## config.mk

```make
export PLATFORM = sky130hd
export DESIGN_NAME = grant_burst_ctrl
export DESIGN_NICKNAME = d
export VERILOG_FILES = /design/src/rtl/grant_burst_ctrl.sv
export SDC_FILE = /design/constraint.sdc
export NUM_CORES = 1
export LEC_CHECK = 0
export ABC_AREA = 1
export CORE_MARGIN = 1
export CORE_UTILIZATION = 35
export CTS_CLUSTER_DIAMETER = 120
export DETAILED_ROUTE_END_ITERATION = 10
export PLACE_DENSITY_LB_ADDON = 0.25
export SLEW_MARGIN = 0
export SYNTH_ARGS = -nofsm -noshare
export SYNTH_HDL_FRONTEND = slang
export SYNTH_SLANG_ARGS = --single-unit
```

## constraint.sdc

```tcl
create_clock -name clk -period 3.23 [get_ports clk]
set_input_delay 0.4845 -clock clk [delete_from_list [all_inputs] [get_ports clk]]
set_output_delay 0.4845 -clock clk [all_outputs]
set_load 0.1 [all_outputs]
```

## src/rtl/grant_burst_ctrl.sv

```systemverilog
// Burst controller behind a 4-requester arbiter: locks a one-hot grant and
// streams BURST_LEN beats of that requester's data, then pulses done_o.
module grant_burst_ctrl #(
  parameter int DATA_W    = 8,
  parameter int BURST_LEN = 4
) (
  input  logic                clk,
  input  logic                reset,
  input  logic [3:0]          gnt_i,
  input  logic [4*DATA_W-1:0] data_i,
  output logic                out_valid_o,
  input  logic                out_ready_i,
  output logic [DATA_W-1:0]   out_data_o,
  output logic [1:0]          out_id_o,
  output logic                busy_o,
  output logic [3:0]          done_o,
  output logic                err_o
);

  localparam int CNT_W = (BURST_LEN > 1) ? $clog2(BURST_LEN) : 1;
  localparam logic [CNT_W-1:0] LAST_BEAT = CNT_W'(BURST_LEN - 1);

  typedef enum logic [1:0] {IDLE, XFER, DONE} state_t;

  state_t            state_q, state_d;
  logic [1:0]        id_q, id_d;
  logic [CNT_W-1:0]  cnt_q, cnt_d;
  logic              err_q, err_d;

  always_ff @(posedge clk) begin
    if (reset) begin
      state_q <= IDLE;
      id_q    <= '0;
      cnt_q   <= '0;
      err_q   <= 1'b0;
    end else begin
      state_q <= state_d;
      id_q    <= id_d;
      cnt_q   <= cnt_d;
      err_q   <= err_d;
    end
  end

  always_comb begin
    state_d = state_q;
    id_d    = id_q;
    cnt_d   = cnt_q;
    err_d   = 1'b0;
    case (state_q)
      IDLE: begin
        if (gnt_i != '0) begin
          // x & (x-1) is non-zero exactly when more than one bit is set
          if ((gnt_i & (gnt_i - 4'd1)) != '0) begin
            err_d = 1'b1;
          end else begin
            id_d    = {gnt_i[3] | gnt_i[2], gnt_i[3] | gnt_i[1]};
            cnt_d   = '0;
            state_d = XFER;
          end
        end
      end
      XFER: begin
        if (out_ready_i) begin
          if (cnt_q == LAST_BEAT) state_d = DONE;
          else                    cnt_d   = cnt_q + 1'b1;
        end
      end
      DONE:    state_d = IDLE;
      default: state_d = IDLE;
    endcase
  end

  always_comb begin
    out_valid_o = (state_q == XFER);
    busy_o      = (state_q != IDLE);
    out_id_o    = id_q;
    err_o       = err_q;
    done_o      = (state_q == DONE) ? (4'b0001 << id_q) : 4'b0000;
    out_data_o  = (state_q == XFER) ? data_i[32'(id_q) * DATA_W +: DATA_W] : '0;
  end

endmodule

```

==> impl_results.md <==
* Clock transition at path regs at 0.06 ns
* NumNets Final at 202
* Worst EP required at 2.75 ns
* Num ports at 56
* Synth Instances at 108
* Synth Warn # at 0
* Filler cell count at 150
* Max Slew Vio Count at 0
* Final antenna-violating net count at 0
* Post_cts resized at 0
* Top_reg_cell synth: dfxtp_1
* Placed insts at 182
* Number of global-route vias before repair at 909
* Wire per inst at 13.93 um
* Post-synthesis sequential area ratio at 0.2014
* Share of layout cells above drive strength 1 at 0.2733
* Max VDD drop at 0.3085 mV
* Clk root buf: clkbuf_4
* Final Util at 0.7417
* Critical Path Start: out_id_o[1]$_SDFFE_PP0P_
* Worst-Skew Late Latency at 0.26 ns
* RSZ-0062 raised after global routing: no
* Die Height at 46.58 um
* Largest net degree at the start of global routing at 21
* Post-Syn Area at 695.7 um^2
* Most common cell after layout, fill and taps aside: clkdlybuf4s50_1
* TritonCTS Buffers at 3
* WP buf/inv at 1
* Hold Path Origin: cnt_q[1]$_SDFFE_PP0P_
* CP Data Arrival Time at 1.90 ns
* Rows at 15
* Worst setup path category: flip-flop to output port
* Non-Filler Instances at 186
* Clock Sinks at 7
* Post-DP HPWL at 2.046 mm
* Post-synth EDFFs at 0
* CP cell instances: nand3_1 -> a41oi_2 -> buf_4
* #FFs+latches synth at 7
* Initial DRC count at 19
* Min Tclk post-route at 2.385 ns
* Status: finished, final reports clean
* Final period utilization at 0.7382
* Max Cap Viol at 0
* Worst path slowest cell: dfxtp_1
* Average size of a mapped cell at 6.441 um^2
* Hold Crit Class: flip-flop to flip-flop
* Critical path fanouts, max at 20
* Syn Nets at 148
* Die W at 46.58 um
* Global-route wire length before repair at 3.691 mm
* Worst slew pin tran at 0.9628 ns
* CTS tree: done
* Async set or reset register ratio after synthesis at 0
* Area Growth Syn to Fin at 92.09%
* Vias/cell at 5.392
* Critical Path Max Stage Delay at 0.81 ns
* H-tree depth at 1
* Rel. slew slack at 0.3561
* Clock Tree Buf Depth at 2
* Max Clk Rate at 419.4 MHz
* Final wirelength at 2.591 mm
* Most frequent cells in the layout: clkdlybuf4s50_1 (39), nand3_1 (35), buf_4 (15), nand2_1 (13), a41oi_2 (8)
* Total Routing Usage GR at 0.2412
* Vias at 1003
* Ranking of synthesized cells by area: nand3_1 (25%), dfxtp_1 (20%), a41oi_1 (10%)
* Starting density of the core at 0.3861
* Antenna diodes at 0
* # port buffers at 55
* Element type at the critical path end: output port
* DRC violations left at 0
* Setup Skew at 0.006326 ns
* Hold Vio Cnt, Final at 0
* Synth top area share at 0.2518
* Distinct cell type count after synthesis at 24
* Pleak at 0.5106 nW
* Initial antenna violation count at 0
* Largest area contributor in the netlist: nand3_1
* Post-CTS Repair Setup Buffers at 0
* Worst Setup Start Kind: flip-flop
* Pwr Density at 344.9 mW/mm^2
* FF-to-FF Start: out_id_o[1]$_SDFFE_PP0P_
* CTS Hold Buffers Added at 0
* Top cell family by delay on the critical path: flip-flops
* Global placement routability congestion at 0.8113
* Detailed Routing Iterations Pass 1 at 4
* Gr ovfl total at 0
* Core box area at 0.001802 mm^2
* Setup_tns at 0 ns
* Die area at 0.002170 mm^2
* Final setup viols at 0
## cells in the mapped netlist, types with 2 or more instances
cell,n
nor2_4,2
buf_4,2
nand2_1,13
inv_1,6
nand3_1,35
buf_2,4
a21oi_1,4
nor3_1,4
inv_2,3
nor2_2,2
dfxtp_1,7
nor2_1,7
a41oi_1,8
## layer usage
metal  vias to the layer above  wire [um]  GRT usage
li1                        496          -          -
met1                       456        910     0.2243
met2                        45       1378     0.4750
met3                         6        254    0.06275
met4                         0         47     0.1059
met5                         -          0          0
## area by class of cell
type                       count  area [um^2]  area share
tap                           25        31.28     0.02341
timing repair buffer          56        543.0      0.4064
multi-input combinational     83        551.8      0.4129
clock buffer                   4        26.28     0.01966
inverter                      11        43.79     0.03277
sequential                     7        140.1      0.1049
## worst register-to-register path, stage by stage, from the launching register on
cell	delay (ns)
dfxtp_1	0.81
inv_4	0.22
a21oi_1	0.17
## cells by family (layout without fill, tap and decap cells)
group,count (synthesis),count (layout),share of synthesized area
AO/OA/AOI/OAI,14,14,0.1475
adder cells (fa/ha/maj),1,1,0.01798
buffers and inverters,18,71,0.1295
flip-flops,7,7,0.2014
AND/OR/NAND/NOR,68,68,0.5036
## per-stage QoR
| step | area, um^2 | total power [mW] | setup WS [ns] | hold slack, ns |
|---|---|---|---|---|
| after floorplan | 782.0 | 0.2968 | -0.1177 | 0.4925 |
| after global placement | 1310 | 0.3701 | 1.179 | 0.5015 |
| after detailed placement | 1310 | 0.3778 | 1.108 | 0.5098 |
| after CTS | 1336 | 0.4613 | 0.8505 | 0.5313 |
| after global routing | 1336 | 0.4819 | 0.7799 | 0.5697 |
| final | 1336 | 0.4609 | 0.8455 | 0.5231 |
## sequential cells by signal, summed over array words and instances (netlist names)
name	count
cnt_q	2
out_id_o	2
state_q	2
err_o	1
## where the power goes
part	switching (mW)	total, mW	internal, mW
logic	0.180	0.269	0.0884
registers	0.0122	0.107	0.0946
clock network	0.0379	0.0854	0.0475
## worst paths after layout
kind | endpoint | cells past startpoint | slack [ns]
max reg2reg | out_id_o[1]$_SDFFE_PP0P_ | 2 | 1.96
max | out_data_o[4] | 3 | 0.85
min reg2reg | cnt_q[1]$_SDFFE_PP0P_ | 4 | 0.52
min | cnt_q[1]$_SDFFE_PP0P_ | 4 | 0.52
Note: power is estimated with default switching activity, not from simulation.
